### src/rtl/vending_machine_change.sv
// Coin-width classifier and credit accumulator with nickel-pulse refund.
// Coins are measured on a two-stage synchronised sensor; refunds run as a Moore FSM.
module vending_machine_change #(
  parameter int dimeMin            = 2,
  parameter int dimeMax            = 4,
  parameter int nickelMin          = 6,
  parameter int nickelMax          = 8,
  parameter int quarterMin         = 10,
  parameter int quarterMax         = 12,
  parameter int PRICE_NICKELS      = 5,
  parameter int MAX_CREDIT_NICKELS = 20,
  parameter int CREDIT_W           = 5,
  parameter int CNT_W              = 21
) (
  input  logic                clk,
  input  logic                reset,
  input  logic                coinSensor,
  input  logic                returnReq,
  output logic                dispense,
  output logic                coinReject,
  output logic                changeNickel,
  output logic [CREDIT_W-1:0] credit,
  output logic                busy
);

  if (PRICE_NICKELS < 5 || PRICE_NICKELS > MAX_CREDIT_NICKELS) begin : g_bad_price
    $error("PRICE_NICKELS out of range");
  end
  if ((2 ** CREDIT_W) <= MAX_CREDIT_NICKELS) begin : g_bad_credit_w
    $error("CREDIT_W too narrow for MAX_CREDIT_NICKELS");
  end

  typedef enum logic [1:0] {IDLE, RET_HI, RET_LO} state_t;
  typedef logic [CREDIT_W:0] sum_t;

  localparam logic [CNT_W-1:0] D_MIN = CNT_W'(dimeMin);
  localparam logic [CNT_W-1:0] D_MAX = CNT_W'(dimeMax);
  localparam logic [CNT_W-1:0] N_MIN = CNT_W'(nickelMin);
  localparam logic [CNT_W-1:0] N_MAX = CNT_W'(nickelMax);
  localparam logic [CNT_W-1:0] Q_MIN = CNT_W'(quarterMin);
  localparam logic [CNT_W-1:0] Q_MAX = CNT_W'(quarterMax);
  localparam sum_t PRICE = sum_t'(PRICE_NICKELS);
  localparam sum_t MAXC  = sum_t'(MAX_CREDIT_NICKELS);

  state_t              state_q, state_d;
  logic                cs_q, cs_qq;
  logic [CNT_W-1:0]    cnt_q, cnt_d;
  logic                flag_q, flag_d;
  logic [CREDIT_W-1:0] credit_q, credit_d;
  logic                disp_q, disp_d;
  logic                rej_q, rej_d;

  logic       evt;
  logic       sat;
  logic       valid;
  logic [2:0] val;
  sum_t       sum;

  assign evt = !cs_q && cs_qq;
  assign sat = &cnt_q;

  always_comb begin
    val   = 3'd0;
    valid = 1'b0;
    unique case (1'b1)
      (cnt_q >= D_MIN && cnt_q <= D_MAX): begin val = 3'd2; valid = 1'b1; end
      (cnt_q >= N_MIN && cnt_q <= N_MAX): begin val = 3'd1; valid = 1'b1; end
      (cnt_q >= Q_MIN && cnt_q <= Q_MAX): begin val = 3'd5; valid = 1'b1; end
      default: ;
    endcase
    if (sat) valid = 1'b0;
  end

  assign sum = {1'b0, credit_q} + sum_t'(val);

  // Pulse-start flag marks coins that began while a refund was running.
  always_comb begin
    cnt_d  = cnt_q;
    flag_d = flag_q;
    if (evt) cnt_d = '0;
    else if (cs_q && !sat) cnt_d = cnt_q + 1'b1;
    if (cs_q && cnt_q == '0) flag_d = (state_q != IDLE);
  end

  always_comb begin
    state_d  = state_q;
    credit_d = credit_q;
    disp_d   = disp_q;
    rej_d    = rej_q;
    if (evt) begin
      if (state_q == IDLE && !flag_q && valid && sum <= MAXC) begin
        rej_d = 1'b0;
        if (sum >= PRICE) begin
          disp_d   = 1'b1;
          credit_d = CREDIT_W'(sum - PRICE);
        end else begin
          disp_d   = 1'b0;
          credit_d = CREDIT_W'(sum);
        end
      end else begin
        rej_d  = 1'b1;
        disp_d = 1'b0;
      end
    end
    unique case (state_q)
      IDLE: begin
        if (returnReq && credit_q != '0 && !cs_q && cnt_q == '0)
          state_d = RET_HI;
      end
      RET_HI: begin
        credit_d = credit_q - 1'b1;
        state_d  = RET_LO;
      end
      RET_LO: begin
        state_d = (credit_q == '0) ? IDLE : RET_HI;
      end
      default: state_d = IDLE;
    endcase
  end

  always_ff @(posedge clk) begin
    if (reset) begin
      state_q  <= IDLE;
      cs_q     <= 1'b0;
      cs_qq    <= 1'b0;
      cnt_q    <= '0;
      flag_q   <= 1'b0;
      credit_q <= '0;
      disp_q   <= 1'b0;
      rej_q    <= 1'b0;
    end else begin
      state_q  <= state_d;
      cs_q     <= coinSensor;
      cs_qq    <= cs_q;
      cnt_q    <= cnt_d;
      flag_q   <= flag_d;
      credit_q <= credit_d;
      disp_q   <= disp_d;
      rej_q    <= rej_d;
    end
  end

  assign dispense     = disp_q;
  assign coinReject   = rej_q;
  assign credit       = credit_q;
  assign changeNickel = (state_q == RET_HI);
  assign busy         = (state_q != IDLE);

endmodule

### config.mk
export PLATFORM = sky130hd
export DESIGN_NAME = vending_machine_change
export DESIGN_NICKNAME = d
export VERILOG_FILES = /design/src/rtl/vending_machine_change.sv
export SDC_FILE = /design/constraint.sdc
export NUM_CORES = 1
export LEC_CHECK = 0
export BUFFER_PORTS_ARGS = -buffer_cell sky130_fd_sc_hd__buf_2
export CORE_ASPECT_RATIO = 1.75
export CORE_UTILIZATION = 30
export CTS_BUF_LIST = sky130_fd_sc_hd__clkbuf_8
export DETAILED_ROUTE_END_ITERATION = 6
export GPL_TIMING_DRIVEN = 0
export PLACE_DENSITY = 0.47
export SYNTH_ARGS = -nofsm -noshare
export SYNTH_HDL_FRONTEND = slang
export SYNTH_SLANG_ARGS = --single-unit
### constraint.sdc
create_clock -name clk -period 3.8 [get_ports clk]
set_input_delay 0.76 -clock clk [delete_from_list [all_inputs] [get_ports clk]]
set_output_delay 0.76 -clock clk [all_outputs]
set_load 0.02 [all_outputs]
==> results of run 1 <==
[worst max-delay path, delay by kind of cell (launching register included)]
kind            cells  cell delay (ns)
fa+ha+maj           3             1.18
simple gates        5             0.87
compound gates      3             0.68
flops               1             0.37
buf+inv             2             0.27
[cell usage after synthesis, drive strengths merged]
master / instances
nor2: 37
dfxtp: 33
nand2: 19
xor2: 17
inv: 14
a21oi: 11
and3: 11
ha: 11
nand4: 10
clkbuf: 8
nand3: 8
nor3: 7
nor4: 7
a211oi: 6
mux2i: 6
xnor2: 6
a31oi: 5
buf: 5
o21ai: 5
nor2b: 3
or2: 3
or3: 3
a21o: 2
nand2b: 2
nand3b: 2
nor4b: 2
o22ai: 2
o31ai: 2
a2111oi: 1
a221oi: 1
a22oi: 1
a2bb2oi: 1
and4: 1
fa: 1
nand4b: 1
nor3b: 1
o2111a: 1
o21bai: 1
o22a: 1
o311ai: 1
[kinds of logic (layout without fill, tap and decap cells)]
group           after synthesis  in the layout
xor+xnor                     23             23
flops                        33             33
compound gates               41             41
fa+ha+maj                    12             12
mux                           6              6
buf+inv                      27             49
simple gates                117            117
[layer usage]
layer,global-route usage (%),vias to the layer above,share of wire [%]
met5,0,-,0
met4,5.67,0,2.3
met3,2.69,9,2.4
met2,30.3,25,57
met1,15.2,885,38
li1,-,950,-
[flip-flops by register name (all words and copies together) (netlist names)]
| signal | flops |
|---|---|
| cnt_q | 21 |
| coinReject | 1 |
| credit | 5 |
| cs_q | 1 |
| cs_qq | 1 |
| dispense | 1 |
| flag_q | 1 |
| state_q | 2 |
[path summary, 6_finish.rpt]
kind / end / start / cells after the start / slack [ns]
worst min register to register: dispense / dispense / 2 / 0.48
worst min-delay path: dispense / dispense / 2 / 0.48
worst max register to register: credit[4] / cnt_q[11] / 13 / 0.30
worst max-delay path: credit[4] / cnt_q[11] / 13 / 0.30
[metrics by stage]
stage / total power, mW / instance area [sq um]
floorplan: 0.450 / 2180
global placement: 0.480 / 2340
detailed placement: 0.480 / 2340
CTS: 0.744 / 2420
global route: 0.774 / 2460
finish: 0.730 / 2460
[area by class of cell]
| cell class | count | area [sq um] | area share, % |
|---|---|---|---|
| timing repair buffer | 14 | 75.1 | 3.05 |
| sequential | 33 | 661 | 26.9 |
| multi-input combinational | 199 | 1370 | 55.8 |
| inverter | 14 | 52.6 | 2.14 |
| tap | 84 | 105 | 4.28 |
| clock inverter | 3 | 13.8 | 0.560 |
| buffer | 13 | 110 | 4.48 |
| clock buffer | 5 | 68.8 | 2.80 |
[power by group through the flow]
stage | Clock, mW | Sequential [mW] | Combinational [mW]
after detailed placement | 0 | 0.369 | 0.111
after floorplan | 0 | 0.370 | 0.0797
after global placement | 0 | 0.370 | 0.110
after CTS | 0.271 | 0.361 | 0.111
final | 0.257 | 0.361 | 0.113
after global routing | 0.286 | 0.363 | 0.126
[repair_timing]
| item | in CTS | in global routing |
|---|---|---|
| buffers inserted | 0 | 2 |
| resized for setup | 0 | 4 |
| endpoints found under the setup margin | 0 | 5 |
==> key figures, run 1 <==
Pwr
  – Switching Fraction: between 20% and 30%
  – Clock share of power: a little over a third
  – NetSw: 0.207 mW
  – Sequential power share: 49.5%
  – Pwr dens: around 300 nW/um^2
  – Combinational Power Share: between 10% and 20%
  – Static Leak: approximately 0.98 nW
  – Internal: roughly 0.52 mW
  – Worst VDD drop: around 130 uV

Clock network
  – Clock Root Buffer: clkbuf_8
  – Clk buf depth: 2
  – CTS tree: done
  – Reg clk slew, reported paths: 0.08 ns
  – TritonCTS buffer count: 5
  – Htree depth: 2
  – Clock sink total: 33
  – Latest clock arrival within the worst-skew pair: between 0.2 and 0.3 ns
  – CTS Hold Bufs: 0

Floorplanning
  – Total core area: a little under 7000 sq um
  – Ports: 13
  – Cell row count: 40
  – Initial Utilization: between 30% and 40%
  – Die area: about 7600 sq um
  – Die width: 66.4 microns
  – Die height: 115 microns

Setup path
  – Setup crit start kind: register
  – Crit-path slowest cell: fa_1
  – Critical path endpoint category: register
  – Max FO, Critical Path: 6
  – Critical path class: register to register
  – CP peak stage delay: between 0.6 and 0.7 ns
  – CP Cell Sequence: nor4_1, nand2_1, nor4_2, ha_2, inv_1, fa_1, ha_2, a21oi_1, a2111oi_4, buf_4, nor2_2, a221oi_2, nor4_2
  – CP required: approximately 4 ns
  – Worst EP arrival: approximately 3.7 ns

STA
  – F_max: around 0.29 GHz
  – Slew headroom: 65.5%
  – Crit path time final: 3.50 ns
  – Setup TNS Final: 0 ns
  – Hold slack: 0.479 ns
  – Tcrit/Tclk final: approximately 92%
  – Slew Limit Fails: 0
  – Slew @ Worst Pin: between 0.5 and 0.6 ns
  – Final Skew: about 0.011 ns
  – Unrepaired setup endpoints after global routing: false
  – Setup WS post-layout: between 0.3 and 0.4 ns
  – Hold Fails Final Rpt: 0
  – Final setup viols: 0

Logic synthesis
  – Post-synthesis cell area: roughly 2200 sq um
  – Cell variety after synth: between 40 and 50
  – Adder-cell share of the synthesized area: 7.24%
  – Syn_area_per_cell: roughly 8.4 sq um
  – Compound-Gate Fraction of Synth Area: between 10 and 15%
  – Cell taking the most area after synthesis: dfxtp_1
  – Mapped Nets: around 280
  – Synth Area in Simple Gates: about 28%
  – Register area share after synthesis: 30.3%
  – FF+latch count, synth: 33
  – YS warnings: 0
  – Main area contributors after synthesis: dfxtp_1 (30%), xor2_1 (6.8%), ha_1 (6.3%), nor2_1 (6.2%), nand2_1 (3.3%)
  – Mux cell area share after synthesis: between 2 and 3%
  – Post-Synth XOR/XNOR Area: ~9.3%
  – Synth top area share: a little under a third
  – Post-Syn Instances: about 260
  – Main combinational cell family by area after synthesis: simple AND/OR/NAND/NOR gates

Finish
  – Fin util: 35.3%
  – Commonest non-fill, non-tap cell in the layout: nor2_1
  – Layout cells sized above 1: 16.4%
  – Nets: between 200 and 300
  – Filler Cells Inserted: 773
  – Diodes inserted: 0
  – Area delta synth->final: 12.9%
  – Commonest non-fill, non-tap cells in the layout: nor2_1 (36), dfxtp_1 (33), nand2_1 (19)
  – Final Instance Count excl. Fillers: between 300 and 400

Global route
  – GR Overflow Total: 0
  – Via count of the first global-routing pass: approximately 1,800
  – Initial antenna violation count: 0
  – Tot GR Track Use: 15.4%
  – Pin count of the biggest net entering global routing: 11
  – First-pass GRT wire length: 8800 microns

Drt
  – Via count: approximately 1,900
  – DRC Markers: 0
  – Pre-Repair DR Iteration Count: 4
  – WL per Instance: 14.5 microns
  – WL final: between 5000 and 6000 microns
  – DRT antenna net count: 0
  – Via/cell ratio: 5.12
  – Drt first-iter violations: 33

Placement
  – Placed cells: approximately 360
  – Pre-CTS setup slack: between 0.08 and 0.09 ns
  – Post-DP HPWL: 4130 microns
  – PortBufs: 12
  – Final GP Congestion: ~0.8

Flow run
  – Number of max-cap violations: 0

Outcome
  – Status: completed

Worst hold path
  – Min-delay worst type: register to register
(Power assumes the default switching activity.)
==> run 2: changes to the inputs <==
--- a/config.mk
+++ b/config.mk
@@ -7,11 +7,12 @@
 export LEC_CHECK = 0
 export BUFFER_PORTS_ARGS = -buffer_cell sky130_fd_sc_hd__buf_2
 export CORE_ASPECT_RATIO = 1.75
-export CORE_UTILIZATION = 30
+export CORE_UTILIZATION = 45
 export CTS_BUF_LIST = sky130_fd_sc_hd__clkbuf_8
 export DETAILED_ROUTE_END_ITERATION = 6
 export GPL_TIMING_DRIVEN = 0
-export PLACE_DENSITY = 0.47
+export PLACE_DENSITY = 0.64
+export RECOVER_POWER = 100
 export SYNTH_ARGS = -nofsm -noshare
 export SYNTH_HDL_FRONTEND = slang
 export SYNTH_SLANG_ARGS = --single-unit
==> key figures, run 2 (synthesis results as in run 1) <==
Outcome
  – Status: completed

Clock network
  – Reg clk slew, reported paths: 0.07 ns (about the same)
  – Latest clock arrival within the worst-skew pair: 0.29 ns (about the same)
  – Htree depth: 2 (unchanged)
  – Clk buf depth: 2 (unchanged)
  – Clock Root Buffer: clkbuf_8
  – Clock sink total: 33 (unchanged)
  – CTS tree: done
  – TritonCTS buffer count: 5 (unchanged)
  – CTS Hold Bufs: 0 (unchanged)

Floorplanning
  – Die area: 5130 sq um (-33%)
  – Die width: 54.6 microns (-18%)
  – Initial Utilization: 46.7% (+15 points)
  – Ports: 13 (unchanged)
  – Cell row count: 33 (-18%)
  – Total core area: 4670 sq um (-33%)
  – Die height: 94.0 microns (-18%)

Drt
  – DRT antenna net count: 0 (unchanged)
  – Drt first-iter violations: 38 (+15%)
  – WL final: 4960 microns (-6.1%)
  – DRC Markers: 0 (unchanged)
  – Via/cell ratio: 5.60 (+9.4%)
  – Pre-Repair DR Iteration Count: 4 (unchanged)
  – WL per Instance: 14.9 microns (+2.9%)
  – Via count: 1,865 (-0.21%)

Setup path
  – RR Startpoint: cnt_q[14]
  – Worst EP arrival: 3.68 ns (+0.02 ns)
  – Setup crit start kind: register
  – Critical path class: register to register
  – Reg2reg path depth: 12 (-1)
  – CP required: 3.97 ns (about the same)
  – Max FO, Critical Path: 6 (unchanged)
  – Critical path endpoint category: register
  – Critical Path Start: cnt_q[14]

Finish
  – Commonest non-fill, non-tap cell in the layout: nor2_1
  – Commonest non-fill, non-tap cells in the layout: nor2_1 (36), dfxtp_1 (33), nand2_1 (19)
  – Top reg by flops: cnt_q
  – Max reg flops: 21 (unchanged)
  – Diodes inserted: 0 (unchanged)
  – Area delta synth->final: 10.4%
  – Layout cells sized above 1: 11.4% (-5.0 points)
  – Nets: 296 (unchanged)

Pwr
  – Worst VDD drop: 301 uV (+140%)
  – Final Power: 0.813 mW (+11%)
  – Pwr dens: 338 nW/um^2 (+14%)
  – Static Leak: 0.944 nW (-3.4%)

STA
  – Tcrit/Tclk final: 92.4% (+0.45 points)
  – Setup TNS Final: 0 ns (unchanged)
  – Final Skew: 0.0111 ns (-0.000275 ns)
  – F_max: 0.285 GHz (-0.48%)
  – Slew headroom: 53.9% (-12 points)
  – Crit path time final: 3.51 ns (+0.0170 ns)
  – Slew @ Worst Pin: 0.689 ns (+0.172 ns)
  – Final setup viols: 0 (unchanged)
  – Hold Fails Final Rpt: 0 (unchanged)
  – Unrepaired setup endpoints after global routing: false
  – Slew Limit Fails: 0 (unchanged)

Global route
  – Tot GR Track Use: 21.8% (+6.4 points)
  – Via count of the first global-routing pass: 1,772 (-1.3%)
  – GR Overflow Total: 0 (unchanged)
  – Pin count of the biggest net entering global routing: 11 (unchanged)
  – Initial antenna violation count: 0 (unchanged)
  – First-pass GRT wire length: 8090 microns (-8.0%)

Worst hold path
  – Hold depth: 1 (-1)
  – Min-delay worst type: register to register
  – Hold_sp: state_q[0]

Flow run
  – Number of max-cap violations: 0 (unchanged)

Placement
  – Final GP Congestion: 0.828 (+3.3%)
  – Post-DP HPWL: 3700 microns (-10%)
  – PortBufs: 12 (unchanged)
-- run 2: final cells by class --
class | count | area, sq um
tap | 52 | 65.1
fill | 458 | 2260
timing repair buffer | 14 | 63.8
inverter | 14 | 52.6
clock inverter | 2 | 33.8
multi-input combinational | 199 | 1340
buffer | 13 | 106
clock buffer | 6 | 82.6
sequential | 33 | 661
-- run 2: what timing repair did --
action	4_1_cts	5_1_grt
setup buffers	0	2
endpoints found under the setup margin	0	4
endpoints found under the hold margin	0	0
resized for setup	0	3
-- run 2: worst paths after layout --
path / end / slack (ns)
setup / recovery: credit[4] / 0.29
hold / removal: state_q[0] / 0.48
setup reg to reg: credit[4] / 0.29
hold reg to reg: state_q[0] / 0.48
-- run 2: critical path: stages, from the launching register on --
cell and delay (ns):
dfxtp_1 0.35, nor4_1 0.34, nand2_1 0.12, nor3_1 0.44, nand2_1 0.19, fa_1 0.67, ha_2 0.27, a21oi_1 0.11
a2111oi_4 0.27, buf_4 0.20, nor2_2 0.06, a221oi_2 0.31, nor4_2 0.05
-- run 2: where the power goes --
part,internal (mW),switching [mW]
clock network,0.211,0.131
logic,0.0448,0.0646
registers,0.352,0.00912
total,0.608,0.205
-- run 2: per-layer routing --
layer	part of all wire (%)	vias to the layer above	GRT usage, %
li1	-	945	-
met1	40	881	22.4
met4	2.3	0	10.0
met5	0	-	0
met3	2.7	11	5.02
met2	54	28	38.8
-- run 2: metrics by stage --
| stage | instances | setup slack (ns) | utilization (%) | hold WS [ns] | area (sq um) |
|---|---|---|---|---|---|
| 2_1_floorplan | 259 | 0.607 | - | 0.440 | 2180 |
| 3_3_place_gp | 323 | 0.186 | 49.3 | 0.462 | 2300 |
| 3_5_place_dp | 323 | 0.183 | 49.3 | 0.471 | 2300 |
| 4_1_cts | 331 | 0.159 | 51.8 | 0.479 | 2420 |
| 5_1_grt | 333 | 0.0316 | 51.5 | 0.491 | 2400 |
| 6_report | 333 | 0.287 | 51.5 | 0.482 | 2400 |
==> run 3: changes to the inputs <==
--- a/config.mk
+++ b/config.mk
@@ -6,12 +6,14 @@
 export NUM_CORES = 1
 export LEC_CHECK = 0
 export BUFFER_PORTS_ARGS = -buffer_cell sky130_fd_sc_hd__buf_2
-export CORE_ASPECT_RATIO = 1.75
+export CELL_PAD_IN_SITES_DETAIL_PLACEMENT = 0
+export CELL_PAD_IN_SITES_GLOBAL_PLACEMENT = 1
+export CORE_ASPECT_RATIO = 2
 export CORE_UTILIZATION = 45
 export CTS_BUF_LIST = sky130_fd_sc_hd__clkbuf_8
 export DETAILED_ROUTE_END_ITERATION = 6
 export GPL_TIMING_DRIVEN = 0
-export PLACE_DENSITY = 0.64
+export PLACE_DENSITY = 0.8
 export RECOVER_POWER = 100
 export SYNTH_ARGS = -nofsm -noshare
 export SYNTH_HDL_FRONTEND = slang
==> key figures, run 3 (synthesis results as in run 1) <==
Clock network
  – CTS tree: done
  – CTS Hold Bufs: 0 (unchanged)
  – Clk buf depth: 2 (unchanged)
  – Clock Root Buffer: clkbuf_8
  – Htree depth: 2 (unchanged)
  – Clock sink total: 33 (unchanged)
  – Reg clk slew, reported paths: 0.07 ns (about the same)
  – Latest clock arrival within the worst-skew pair: 0.29 ns (about the same)
  – TritonCTS buffer count: 5 (unchanged)

Setup path
  – Max FO, Critical Path: 6 (unchanged)
  – CP required: 3.96 ns (about the same)
  – Critical path endpoint category: register
  – Worst EP arrival: 3.75 ns (+0.07 ns)
  – Critical path class: register to register
  – Setup crit start kind: register

Finish
  – Top reg by flops: cnt_q
  – Diodes inserted: 0 (unchanged)
  – Layout cells sized above 1: 12.5% (+1.1 points)
  – Register area: 661 sq um (unchanged)
  – Final Instance Count excl. Fillers: 335 (+0.60%)
  – Nets: 295 (-0.34%)
  – Commonest non-fill, non-tap cell in the layout: nor2_1
  – Filler Cells Inserted: 499 (+9.0%)
  – Area delta synth->final: 11.4%
  – Max reg flops: 21 (unchanged)
  – Multi-input gate area: 1370 sq um (+2.0%)
  – Commonest non-fill, non-tap cells in the layout: nor2_1 (36), dfxtp_1 (33), nand2_1 (19)

Global route
  – Initial antenna violation count: 0 (unchanged)
  – GR Overflow Total: 0 (unchanged)
  – Tot GR Track Use: 22.4% (+0.63 points)
  – First-pass GRT wire length: 8440 microns (+4.3%)
  – Via count of the first global-routing pass: 1,802 (+1.7%)
  – Pin count of the biggest net entering global routing: 11 (unchanged)

STA
  – Final setup viols: 0 (unchanged)
  – F_max: 0.279 GHz (-2.1%)
  – Crit path time final: 3.59 ns (+0.0750 ns)
  – Tcrit/Tclk final: 94.4% (+2.0 points)
  – Slew @ Worst Pin: 0.746 ns (+0.0579 ns)
  – Final Skew: 0.00907 ns (-0.00203 ns)
  – Setup TNS Final: 0 ns (unchanged)
  – Slew headroom: 50.0% (-3.9 points)
  – Hold Fails Final Rpt: 0 (unchanged)
  – Slew Limit Fails: 0 (unchanged)
  – Unrepaired setup endpoints after global routing: false

Drt
  – WL final: 5190 microns (+4.6%)
  – DRC Markers: 0 (unchanged)
  – Drt first-iter violations: 43 (+13%)
  – Via/cell ratio: 5.59 (-0.12%)
  – DRT antenna net count: 0 (unchanged)
  – Via count: 1,874 (+0.48%)
  – Pre-Repair DR Iteration Count: 4 (unchanged)
  – WL per Instance: 15.5 microns (+4.0%)

Worst hold path
  – Min-delay worst type: register to register

Placement
  – PortBufs: 12 (unchanged)
  – Placed cells: 326 (+0.93%)
  – Post-DP HPWL: 3990 microns (+7.9%)
  – Final GP Congestion: 0.819 (-1.1%)

Floorplanning
  – Die area: 5140 sq um (+0.11%)
  – Total core area: 4640 sq um (-0.51%)
  – Die width: 51.2 microns (-6.2%)
  – Ports: 13 (unchanged)
  – Die height: 100 microns (+6.8%)
  – Cell row count: 35 (+6.1%)
  – Initial Utilization: 46.9% (+0.24 points)

Pwr
  – Worst VDD drop: 272 uV (-9.7%)
  – Static Leak: 0.949 nW (+0.52%)
  – Pwr dens: 334 nW/um^2 (-1.3%)

Outcome
  – Status: completed

Flow run
  – Number of max-cap violations: 0 (unchanged)
## run 3: changes by cell type in the layout (fill, tap and decap cells not counted)
cell	before	now
buf_4	2	1
fa_1	1	0
nor4_2	3	5
nor4_1	4	2
nor3_1	7	6
nor3_4	0	1
fa_2	0	1
## run 3: per-layer routing
layer / up-vias / routed length, microns / share of wire (%) / GRT usage, %
met5: - / 0 / 0 / 0
met4: 0 / 170 / 3.3 / 12.0
met3: 13 / 95 / 1.8 / 4.09
met2: 24 / 2980 / 57 / 43.9
met1: 888 / 1950 / 37 / 20.2
li1: 949 / - / - / -
## run 3: final cells by class
class	count	area share (%)
buffer	13	4.38
clock buffer	6	3.40
clock inverter	2	1.39
inverter	14	2.17
multi-input combinational	199	56.3
sequential	33	27.2
tap	55	2.84
timing repair buffer	13	2.32
## run 3: worst paths after layout
check | start | to | slack, ns | cells after the start
setup / recovery | cnt_q[5] | credit[4] | 0.21 | 11
hold / removal | dispense | dispense | 0.48 | 2
setup reg to reg | cnt_q[5] | credit[4] | 0.21 | 11
hold reg to reg | dispense | dispense | 0.48 | 2
## run 3: critical path, stage by stage (launching register included)
cell	delay, ns
dfxtp_1	0.34
or3_1	0.47
nor4_2	0.35
ha_2	0.30
inv_1	0.07
fa_2	0.60
ha_2	0.25
a21oi_1	0.11
a2111oi_4	0.48
nor2_2	0.11
a221oi_2	0.32
nor4_2	0.06
## run 3: stage by stage
stage / util [%] / hold WS (ns) / power, mW / setup slack [ns] / cell area, sq um
6_report: 52.3 / 0.476 / 0.810 / 0.212 / 2430
3_3_place_gp: 49.7 / 0.465 / 0.477 / 0.157 / 2310
3_5_place_dp: 49.7 / 0.466 / 0.478 / 0.142 / 2310
4_1_cts: 52.2 / 0.485 / 0.819 / 0.0226 / 2420
2_1_floorplan: - / 0.440 / 0.450 / 0.607 / 2180
5_1_grt: 52.3 / 0.526 / 0.853 / 0.0119 / 2430
## run 3: what timing repair did
item | CTS | global route
setup buffers | 0 | 1
endpoints found under the setup margin | 0 | 4
gates resized for setup | 0 | 6
## run 3: power by group
| group | switching (mW) | internal, mW |
|---|---|---|
| clock network | 0.129 | 0.211 |
| registers | 0.00931 | 0.352 |
| logic | 0.0650 | 0.0436 |
| total | 0.203 | 0.607 |
